`config.mk`:
```
export PLATFORM = sky130hd
export DESIGN_NAME = rr_onehot_arbiter
export DESIGN_NICKNAME = d
export VERILOG_FILES = /design/src/rtl/rr_onehot_arbiter.sv
export SDC_FILE = /design/constraint.sdc
export NUM_CORES = 1
export LEC_CHECK = 0
export BUFFER_PORTS_ARGS = -buffer_cell sky130_fd_sc_hd__buf_4
export CAP_MARGIN = 40
export CORE_AREA = 4 4 47 45
export CTS_CLUSTER_DIAMETER = 50
export DETAILED_ROUTE_END_ITERATION = 10
export DIE_AREA = 0 0 51 49
export PLACE_DENSITY = 0.76
export REMOVE_ABC_BUFFERS = 1
export SLEW_MARGIN = 25
export SYNTH_ARGS = -nofsm -noshare
export SYNTH_HDL_FRONTEND = slang
export SYNTH_SLANG_ARGS = --single-unit
export TNS_END_PERCENT = 10
```
`constraint.sdc`:
```
create_clock -name clk -period 3.9 [get_ports clk]
set_clock_uncertainty 0.05 [all_clocks]
set_input_delay 0.78 -clock clk [delete_from_list [all_inputs] [get_ports clk]]
set_output_delay 0.78 -clock clk [all_outputs]
set_load 0.02 [all_outputs]
```
`src/rtl/rr_onehot_arbiter.sv`:
```
// Round-robin arbiter with registered one-hot grant, owner release and hold timeout.
// The release input is named rel because "release" is a reserved word in SystemVerilog.
module rr_onehot_arbiter #(
    parameter int IDXW     = 2,
    parameter int NREQ     = 4,
    parameter int MAX_HOLD = 15,
    parameter int CNTW     = 4
) (
    input  logic            clk,
    input  logic            rst_n,
    input  logic [NREQ-1:0] req,
    input  logic            rel,
    output logic [NREQ-1:0] grant,
    output logic [IDXW-1:0] grant_idx,
    output logic            grant_vld,
    output logic            timeout
);

    typedef enum logic {IDLE, BUSY} state_t;

    localparam logic [CNTW-1:0] HOLD_MAX  = CNTW'(MAX_HOLD);
    localparam logic [CNTW-1:0] HOLD_LAST = CNTW'((MAX_HOLD == 0) ? 0 : MAX_HOLD - 1);

    state_t          state;
    logic [IDXW-1:0] ptr;
    logic [IDXW-1:0] sel;
    logic [IDXW-1:0] idx;
    logic [CNTW-1:0] cnt;
    logic            end_rel;
    logic            end_to;

    // Scan from the highest offset down so the lowest offset from ptr wins.
    always_comb begin
        sel = ptr;
        idx = '0;
        for (int i = NREQ - 1; i >= 0; i--) begin
            idx = ptr + IDXW'(i);
            if (req[idx]) sel = idx;
        end
    end

    assign end_rel = rel | ~req[grant_idx];
    assign end_to  = (MAX_HOLD != 0) && (cnt == HOLD_LAST);

    always_ff @(posedge clk or negedge rst_n) begin
        if (!rst_n) begin
            state     <= IDLE;
            ptr       <= '0;
            cnt       <= '0;
            grant     <= '0;
            grant_idx <= '0;
            grant_vld <= 1'b0;
            timeout   <= 1'b0;
        end else begin
            timeout <= 1'b0;
            case (state)
                IDLE: begin
                    if (|req) begin
                        grant     <= NREQ'(1) << sel;
                        grant_idx <= sel;
                        grant_vld <= 1'b1;
                        cnt       <= '0;
                        state     <= BUSY;
                    end
                end
                BUSY: begin
                    if (end_rel || end_to) begin
                        grant     <= '0;
                        grant_vld <= 1'b0;
                        ptr       <= grant_idx + 1'b1;
                        cnt       <= '0;
                        state     <= IDLE;
                        // A coincident release takes precedence over the timeout.
                        timeout   <= end_to && !end_rel;
                    end else if (cnt != HOLD_MAX) begin
                        cnt <= cnt + 1'b1;
                    end
                end
                default: state <= IDLE;
            endcase
        end
    end

endmodule

```
Word-level counts from Yosys, hierarchy flattened:

Cells that the tools add are included.

* add/subtract/negate cells: 5
* reductions and logical operators: 8
* shift-type cells: 1
* order comparisons: 5
* muxes and demuxes: 29
* bitwise operators: 3
* eq/ne operators: 5

Operators with widths (count)
* two-way mux 4 bit: 5
* one-hot mux 4 bit (2 select lines): 2
* < comparator 2 x 3 -> 1 bit, second input constant: 5
* two-way mux 1 bit: 11
* binary-select mux 1 bit (select 2 bit): 5
* two-way mux 2 bit: 4
* AND reduction 2 bit: 4
* adder 2 x 1 -> 2 bit, second input constant: 2
* adder 2 bit, second input constant: 2
* adder 4 x 1 -> 4 bit, second input constant: 1
* equality test 4 bit, second input constant: 1
* != test 4 bit, second input constant: 1
* one-hot mux 1 bit (2 select lines): 2
* OR reduction 4 bit: 1
* left shift 1 x 2 -> 4 bit, first input constant: 1
* != test 3 x 1 -> 1 bit, second input constant: 1
* != test 2 x 1 -> 1 bit, second input constant: 1
* != test 2 bit, second input constant: 1
* NOT 1 bit: 2
* logical AND 1 bit: 1
* logical NOT 1 bit: 1
* logical OR 1 bit: 1
* OR 1 bit: 1

* bits in registers: 15

Depth between registers and ports, before layout:

Gate-level depths: netlist (run 1).

* word-level depth: 10
* depth in mapped cells: 5
* depth with buffers taken out: 5

Least setup slack after synthesis (run 1):

OpenSTA, ideal clock, no wires.

* kind: input port to flip-flop
* from: input port req[1]
* to: register grant[1]
* cell stages on the path: 5
* arrival: 1668 ps
* setup slack: 2038 ps
* path buffers: 1
* data required time: 3706 ps
* path through: mux2_4 -> a32o_1 -> buf_6 -> a21oi_4 -> o22ai_1

* cells in the longest elaborated chain, start to end: 9
* elaborated cells between the ends (all ways): 24

Ends and longest elaborated chain
* start, declared: line 11 `input logic [NREQ-1:0] req,`
* binary-select mux 1 bit (select 2 bit): line 38 `if (req[idx]) sel = idx;`
* two-way mux 1 bit (implied by the code): line 38
* two-way mux 2 bit (4 in a row): line 38
* left shift 1 x 2 -> 4 bit: line 59 `grant <= NREQ'(1) << sel;`
* two-way mux 4 bit: line 58 `if (|req) begin`
* one-hot mux 4 bit (2 select lines): line 56 `case (state)`
* end signal, assigned: line 59
* end, declared: line 13 `output logic [NREQ-1:0] grant,`

Several ways; a longest one is shown, not always the timed one. The select of a mux whose other input is x is not followed.
A chain may end at the register's enable or synchronous reset.

Worst setup path in the final report (run 1):

* from: register grant_idx[1]
* to: output port grant_idx[1]

RTL lines
* start, declared: line 14 `output logic [IDXW-1:0] grant_idx,`
* start signal, assigned: line 60 `grant_idx <= sel;`

No word-level cell between the ends.

==> run summary, run 1 <==
Status - completed
Synth top cells by count - 15 x dfrtp_1, 10 x inv_1, 5 x nor2_1
Unrepaired setup endpoints after global routing - false
Clock tree buffer depth - 2
Vias - 702
Hold WS - 0.281 ns
Worst R2R Setup Slack - 2.16 ns
Rel. slew slack - 69.7%
Count leader, synth - dfrtp_1
Nature of the critical path endpoint - output pin
Clock sink count - 15
Fill cells - 145
Post-synthesis cell count - 90
Simple-gate share of the synthesized area - 18.7%
Hold_buf cts - 0
CP bufs+invs - 1
Worst slew pin tran - 0.455 ns
Worst Reg-to-Reg Cells - 4
CP required - 3.07 ns
CP Launch Type - flop
Tot GR Track Use - 15.9%
Io pins - 15
Mux share of post-synthesis cell area - 9.26%
Die H - 49 um
Yosys top cell area share - 42.1%
Switching share of power - 40.4%
Initial core utilization - 54.8%
Clk root buf - clkbuf_4
Final core utilization - 63.7%
First-pass GRT wire length - 3.04 mm
HP Class - input pin to async pin
Vias in the first global route - 671
DIE AREA - 0.00250 mm^2
N_diodes - 0
Largest area contributor in the netlist - dfrtp_1
Comb power frac - 47.0%
Max_cap viols - 0
Crit path kind - flop to output pin
Register area share after synthesis - 42.1%
Fmax - 551 MHz
Top cells by area, synth - dfrtp_1 42%, inv_1 4.2%, mux2i_1 3.4%
# rows - 14
Hold Fails Final Rpt - 0
Post-CTS setup buffers - 0
Cell variety after synth - 39
Reg power frac - 39.9%
Synth Warn # - 0
Leakage power - 0.000460 uW
Syn_area_per_cell - 9.91 um^2
Period utilization - 46.6%
DRT Pass-1 Iters - 4
Core area - 0.00163 mm^2
GPL Wtd Cong - 0.816
Final WS setup - 2.08 ns
Die X - 51 um
Largest family of logic cells by synthesized area - compound AO/OA/AOI/OAI gates
Main synth FF type - dfrtp_1
CTS tree - built
DR iter-0 viols - 13
Compound-cell area share of the yosys netlist - 20.3%
VDD IR max - 0.423 mV
Clock Power Share - 13.1%
Reg2reg end - grant[3]
Synth async-reset ratio - 100%
EDFF count, synth - 0
Resized cells post-CTS - 0
CP arrival - 0.99 ns
Largest net degree at the start of global routing - 16
Clock Latency Late Sink - 0.28 ns
H-tree levels - 1
Drt via density - 5.40
Overall Power - 675 uW
Multi-input logic area - 464 um^2
DR WL/cell - 13.3 um
Initial antenna violation count - 0
Top delay family on crit path - flip-flops
Post-route ant nets - 0
Slowest cell on crit path - dfrtp_1
Worst-path clk slew - 0.09 ns
Pwr Density - 650 mW/mm^2
Post-synthesis cell area - 892 um^2
Sw Pwr - 273 uW
Synth Area in XOR/XNOR - 0.982%
Crit-path max cell delay - 0.51 ns
Share of cells above drive strength 1 - 21.7%
Drt drc - 0
Pint - 402 uW
Number of synthesized register bits - 15
Levels on crit path - 1
Final nets - 116
Register area - 375 um^2
Max-slew violation count - 0
CTS Buf Count - 3
TNS Setup - 0 ns
Port-buffer cells - 14
Final min period - 1.82 ns
Critical path, cell by cell - buf_4
CP Max Fanout - 5
Dpl ws - 1.81 ns
Setup-failing EPs final - 0
Final Routed Wirelength - 1.73 mm
Total gr overflow - 0
R2R Path Start - grant_idx[1]
Synth Area in Adders - 2.81%
Area grow syn2layout - 16.4%
Post-DP HPWL - 1.30 mm
-- routing by layer --
metal / part of all wire (%) / vias up / track usage (%)
met2: 44 / 17 / 24.0
li1: - / 355 / -
met5: 0 / - / 0
met1: 49 / 326 / 21.6
met4: 1.8 / 0 / 6.73
met3: 4.7 / 4 / 3.36
-- sequential cells by signal, indices dropped and copies added, names as in the netlist --
name / flops
cnt: 4
grant: 4
grant_idx: 2
ptr: 2
grant_vld: 1
state: 1
timeout: 1
-- kinds of logic (layout without fill, tap and decap cells) --
logic type	count (synthesis)	count (layout)
AO/OA/AOI/OAI	24	24
XOR/XNOR	1	1
adder cells (fa/ha/maj)	2	2
buffers and inverters	12	28
flip-flops	15	15
multiplexers	7	7
AND/OR/NAND/NOR	29	29
-- layout by cell type (no fill, tap or decap), types with 3 or more instances in the layout --
cell type,instances
buf_4,14
clkbuf_4,3
dfrtp_1,15
inv_1,10
mux2i_1,3
nand2_1,3
nand3_1,3
nor2_1,5
nor2b_1,4
o211ai_1,3
o21ai_0,3
-- stage by stage --
stage / instance area [um^2] / cells
floorplan: 877 / 88
global placement: 1010 / 126
detailed placement: 1010 / 126
CTS: 1040 / 130
global route: 1040 / 130
finish: 1040 / 130
-- power groups by stage --
| stage | clock (uW) | sequential [uW] | combinational (uW) |
|---|---|---|---|
| 2_1_floorplan | 0 | 297 | 184 |
| 3_3_place_gp | 0 | 267 | 314 |
| 3_5_place_dp | 0 | 270 | 318 |
| 4_1_cts | 91.9 | 269 | 320 |
| 5_1_grt | 98.7 | 282 | 351 |
| 6_report | 88.5 | 269 | 318 |
-- worst max-delay path by stage --
stage / slack (ns) / endpoint / from
final: 2.08 / grant_idx[1] / grant_idx[1]
after global routing: 1.96 / grant[2] / req[3]
after CTS: 2.07 / grant_idx[1] / grant_idx[1]
after detailed placement: 1.81 / grant[3] / req[3]
after global placement: 1.83 / grant[3] / req[3]
after floorplan: 2.04 / grant[1] / req[1]
-- layout make-up --
type,instances,area share (%)
clock buffers,4,2.53
repair buffers,14,10.1
flip-flops and latches,15,36.1
inverters,10,3.61
multi-input cells,63,44.7
well taps,24,2.89
Power figures use the tool's default switching activity.
==> inputs of run 2 (changes only) <==
- ABC_AREA: unset -> 1
- CORE_AREA: 4 4 47 45 -> 4 4 52 49
- DIE_AREA: 0 0 51 49 -> 0 0 56 53
- PLACE_DENSITY: 0.76 -> 0.69
- clock period: 3.9 -> 1.5 ns (I/O delays scaled with it)
==> run 2 against run 1 <==
Compared with the run above:
- the run now ends with setup timing left
- hold slack worse by 0.063 ns
- total power grew to 4.0 times the previous value
- critical path depth is 9 higher
- synthesized area is 5.9% higher
- sequential power is 140% higher
- combinational power grew to 5.7 times the previous value
- critical path type is now flop to flop
- clock power grew to 2.7 times the previous value
- flip-flop and latch count stayed put
- first-iteration DRC count is 23% lower
- non-clock buffer count is 9 higher
- via count is 36% higher
==> run summary, run 2 <==
Status - finished with violations
Failing checks - setup timing
Overall Power - 2680 uW
Rel. slew slack - 84.0%
Post-DP HPWL - 1.61 mm
Dpl ws - 0.0204 ns
Crit-path most repeated cell - nand2_1
GPL Wtd Cong - 0.751
Initial antenna violation count - 0
Io pins - 15
Synth async-reset ratio - 100%
Crit-path max cell delay - 0.44 ns
Top Registers - cnt x4, grant x4
Critical path, cell by cell - inv_2 > nand2_1 > nand2_2 > nand2_2 > nand3_2 > nand3_2 > a21boi_4 > nor2_2 > nand2_1 > nand2_1
CP Launch Type - flop
Clock Latency Late Sink - 0.29 ns
Dpl cells - 185
Largest net degree at the start of global routing - 16
TNS Setup - -0.0203 ns
Clock sink count - 15
DR WL/cell - 11.8 um
# rows - 16
Sw Pwr - 1330 uW
Crit path kind - flop to flop
Final core utilization - 61.7%
Period utilization - 101%
Die H - 53 um
Nature of the critical path endpoint - flop
Tot GR Track Use - 15.2%
Core area - 0.00208 mm^2
Comb power frac - 67.1%
Commonest cells after routing, fill and taps aside - 38 x nand2_1, 20 x buf_4, 16 x nand2_2
Unrepaired setup endpoints after global routing - true
Synth Warn # - 0
Post-route ant nets - 0
Worst-path clk slew - 0.09 ns
HP Class - input pin to flop
Post-synthesis cell count - 138
Max_cap viols - 0
EDFF count, synth - 0
DRT Pass-1 Iters - 4
Final nets - 174
Pint - 1350 uW
Initial core utilization - 45.4%
Clk root buf - clkbuf_4
Yosys top cell area share - 39.7%
Synth top cells by count - 51 x nand2_1, 16 x inv_1, 15 x dfrtp_1, 15 x nand3_1, 12 x nor2_1
CP required - 1.64 ns
Slowest cell on crit path - dfrtp_2
CTS Buf Count - 3
CP arrival - 1.66 ns
Setup-failing EPs final - 1
Syn_area_per_cell - 6.85 um^2
Leakage power - 0.000705 uW
Reg power frac - 24.2%
Largest area contributor in the netlist - dfrtp_1
H-tree levels - 1
Clock tree buffer depth - 2
Final min period - 1.52 ns
Vias in the first global route - 854
Total gr overflow - 0
Drt drc - 0
N_diodes - 0
Hold Fails Final Rpt - 0
Final WS setup - -0.0203 ns
Number of synthesized register bits - 15
CP Max Fanout - 5
VDD IR max - 1.30 mV
First-pass GRT wire length - 3.48 mm
Final Non-Filler Cells - 191
Worst slew pin tran - 0.240 ns
Main synth FF type - dfrtp_1
Area grow syn2layout - 35.9%
Count leader, synth - nand2_1
Fmax - 658 MHz
Final Routed Wirelength - 2.26 mm
Die X - 56 um
Vias - 958
Pwr Density - 2090 mW/mm^2
Fill cells - 208
Share of cells above drive strength 1 - 37.8%
Max-slew violation count - 0
CTS tree - built
Switching share of power - 49.6%
DR iter-0 viols - 10
Register area share after synthesis - 39.7%
Post-synthesis cell area - 945 um^2
Cell variety after synth - 19
Clock Power Share - 8.8%
Top cells by area, synth - dfrtp_1 40%, nand2_1 20%, nand3_1 7.9%
Port-buffer cells - 14
DIE AREA - 0.00297 mm^2
Drt via density - 5.02
Most common cell after layout, fill and taps aside - nand2_1
==> run 2: stage by stage <==
stage               area (um^2)  hold slack [ns]
global route               1280            0.212
finish                     1280            0.217
floorplan                   937          -0.0456
global placement           1130            0.111
CTS                        1170            0.217
detailed placement         1130            0.114
==> run 2: path summary, 6_finish.rpt <==
check / from / end / slack, ns / cells past startpoint
max: ptr[1] / grant[1] / -0.02 / 10
min: rel / timeout / 0.22 / 4
max reg2reg: ptr[1] / grant[1] / -0.02 / 10
min reg2reg: grant[1] / grant[1] / 0.44 / 2
max in group asynchronous: rst_n / ptr[1] / 0.87 / 2
min in group asynchronous: rst_n / cnt[0] / 0.34 / 2
==> run 2: layout make-up <==
| class | count | area, um^2 | share of cell area, % |
|---|---|---|---|
| well taps | 27 | 33.8 | 2.63 |
| repair buffers | 23 | 191 | 14.9 |
| clock inverters | 1 | 5.00 | 0.390 |
| flip-flops and latches | 15 | 377 | 29.3 |
| clock buffers | 3 | 22.5 | 1.75 |
| multi-input cells | 103 | 583 | 45.4 |
| inverters | 19 | 71.3 | 5.56 |
==> run 2: logic make-up (layout without fill, tap and decap cells) <==
kind of cell,Yosys count,count (layout),synth area share [%]
AND/OR/NAND/NOR,87,87,40.0
buffers and inverters,20,46,8.34
XOR/XNOR,2,2,1.85
adder cells (fa/ha/maj),2,2,2.65
flip-flops,15,15,39.7
AO/OA/AOI/OAI,12,12,7.42
==> run 2: routing by layer <==
metal  up-vias  GRT usage [%]  part of all wire, %
li1        486              -                    -
met1       440           18.4                   45
met2        24           24.9                   47
met3         8           5.61                  5.6
met4         0           5.93                  2.6
met5         -              0                    0
==> run 2: repair_timing <==
action                     CTS  global route
gates resized for setup      1            28
setup buffers                0             1
setup endpoints to repair    1            11
hold endpoints to repair    15             0
pin swaps                    0            14
hold buffers                 1             0
==> run 2: power by group through the flow <==
stage / sequential [uW] / clock (uW) / combinational (uW)
after detailed placement: 651 / 0 / 1420
final: 649 / 235 / 1800
after global placement: 652 / 0 / 1390
after CTS: 644 / 239 / 1440
after floorplan: 752 / 0 / 851
after global routing: 667 / 262 / 2010
==> run 2: critical path, delay by kind of cell, from the launching register on <==
kind	cells	cell delay [ns]
flip-flops	1	0.44
buffers and inverters	1	0.11
AND/OR/NAND/NOR	8	0.61
AO/OA/AOI/OAI	1	0.20
==> inputs of run 3 (changes only) <==
- REMOVE_ABC_BUFFERS: 1 -> unset
==> run 3 against run 2 <==
Compared with the run above:
- the flow still finishes with violations (setup timing)
- critical path depth did not move
- register-to-register slack barely moved
- sequential share of layout area rose by 0.69 points
- highest routed layer is now met3
- die area did not move
- largest power group unchanged
- fmax fell by 0.35%
- flip-flop and latch count did not move
- clock-buffer cell count did not move
- combinational power fell by 4%
- clock power fell by 4%
==> run summary, run 3 (synthesis gave the netlist of run 2 again) <==
Crit path kind - flop to flop
Dpl cells - 184
Setup-failing EPs final - 3
Leakage power - 0.000694 uW
Final Routed Wirelength - 2.14 mm
Worst Reg-to-Reg Cells - 10
Final instance area - 0.00126 mm^2
Syn nets - 147
Setup crit end - grant[0]
Total gr overflow - 0
Reg2reg end - grant[0]
DR WL/cell - 11.2 um
Hold Fails Final Rpt - 0
Cell area after placement - 0.00112 mm^2
Reg power frac - 26.5%
Most common cell after layout, fill and taps aside - nand2_1
Clock Power Share - 8.5%
Sw Pwr - 1320 uW
Io pins - 15
Tot GR Track Use - 15.6%
CP required - 1.63 ns
Clock tree buffer depth - 2
Critical path, cell by cell - buf_6 > nand2_2 > nand2_2 > nand2_2 > nand3_2 > nand3_2 > a21boi_4 > nor2_4 > nand2_2 > nand2_1
Crit-path most repeated cell - nand2_2
Final Non-Filler Cells - 190
Clock sink count - 15
H-tree levels - 1
Max_cap viols - 0
Top Registers - cnt x4, grant x4
Worst R2R Setup Slack - -0.03 ns
Worst-path clk slew - 0.09 ns
Post-DP HPWL - 1.61 mm
Crit-path max cell delay - 0.47 ns
Final WS setup - -0.0256 ns
Vias - 942
Rel. slew slack - 85.3%
Largest net degree at the start of global routing - 16
GPL Wtd Cong - 0.765
Pint - 1330 uW
R2R Path Start - ptr[0]
Die X - 56 um
Die H - 53 um
Initial antenna violation count - 0
Failing checks - setup timing
Clk root buf - clkbuf_4
Port-buffer cells - 14
CTS Buf Count - 3
CTS tree - built
Period utilization - 102%
Drt drc - 0
CP arrival - 1.65 ns
Area grow syn2layout - 33.6%
HP Class - input pin to flop
Switching share of power - 49.8%
Initial core utilization - 45.4%
Final nets - 173
Commonest cells after routing, fill and taps aside - 39 x nand2_1, 19 x buf_4, 15 x inv_1, 15 x nand2_2, 12 x dfrtp_1
Final min period - 1.53 ns
VDD IR max - 1.11 mV
Overall Power - 2640 uW
Slowest cell on crit path - dfrtp_2
# rows - 16
Pwr Density - 2090 mW/mm^2
Nature of the critical path endpoint - flop
N_diodes - 0
CP Launch Type - flop
Share of cells above drive strength 1 - 37.4%
Core area - 0.00208 mm^2
CP Max Fanout - 7
DIE AREA - 0.00297 mm^2
Drt via density - 4.96
First-pass GRT wire length - 3.71 mm
Vias in the first global route - 904
Clock Latency Late Sink - 0.28 ns
Max-slew violation count - 0
Post-route ant nets - 0
DR iter-0 viols - 6
Fmax - 655 MHz
Worst slew pin tran - 0.218 ns
Crit path launch - ptr[0]
Unrepaired setup endpoints after global routing - true
Comb power frac - 65.0%
DRT Pass-1 Iters - 4
Status - finished with violations
==> run 3: cell type report <==
class / instances / area [um^2]
Clock buffer: 3 / 22.5
Clock inverter: 1 / 5.00
Fill cell: 193 / 820
Inverter: 19 / 73.8
Multi-Input combinational cell: 103 / 573
Sequential cell: 15 / 379
Tap cell: 27 / 33.8
Timing Repair Buffer: 22 / 175
==> run 3: worst max-delay path: cells and delay by family (launching register included) <==
family / cells / cell delay, ns
and+or+nand+nor: 8 / 0.52
buffers and inverters: 1 / 0.15
DFF: 1 / 0.47
AOI/OAI and AO/OA: 1 / 0.23
==> run 3: repair_timing <==
item	CTS	global route
endpoints found under the setup margin	5	11
endpoints found under the hold margin	15	0
gates resized for setup	4	27
pin swaps	3	14
hold buffers	1	0
buffers inserted	0	1
==> run 3: stage by stage <==
| step | TNS, ns | util [%] | setup WS, ns | hold slack [ns] |
|---|---|---|---|---|
| finish | -0.0525 | 60.6 | -0.0256 | 0.227 |
| global route | -0.806 | 60.6 | -0.145 | 0.251 |
| CTS | -0.0000490 | 55.9 | -0.0000490 | 0.220 |
| detailed placement | -0.0981 | 53.8 | -0.0486 | 0.114 |
| global placement | -0.0487 | 53.8 | -0.0304 | 0.114 |
| floorplan | 0 | - | 0.0876 | -0.0456 |
==> run 3: how the worst min path moves through the flow <==
stage / depth (start not counted) / to / slack (ns) / from
after global routing: 4 / timeout / 0.25 / rel
final: 4 / timeout / 0.23 / rel
after floorplan: 0 / cnt[0] / -0.05 / rst_n
after detailed placement: 1 / ptr[1] / 0.11 / rst_n
after global placement: 1 / ptr[1] / 0.11 / rst_n
after CTS: 4 / timeout / 0.22 / rel
==> run 3: layer usage <==
| layer | up-vias | track usage, % | wire [um] |
|---|---|---|---|
| li1 | 479 | - | - |
| met1 | 444 | 20.2 | 1010 |
| met2 | 19 | 26.1 | 985 |
| met3 | 0 | 5.85 | 143 |
| met4 | 0 | 1.19 | 0 |
| met5 | - | 0 | 0 |
==> run 3: power groups by stage <==
stage                     clock, uW  combinational [uW]  sequential (uW)
after floorplan                   0                 894              730
after global placement            0                1350              669
after detailed placement          0                1380              676
after CTS                       239                1400              675
after global routing            255                1920              719
final                           225                1720              700
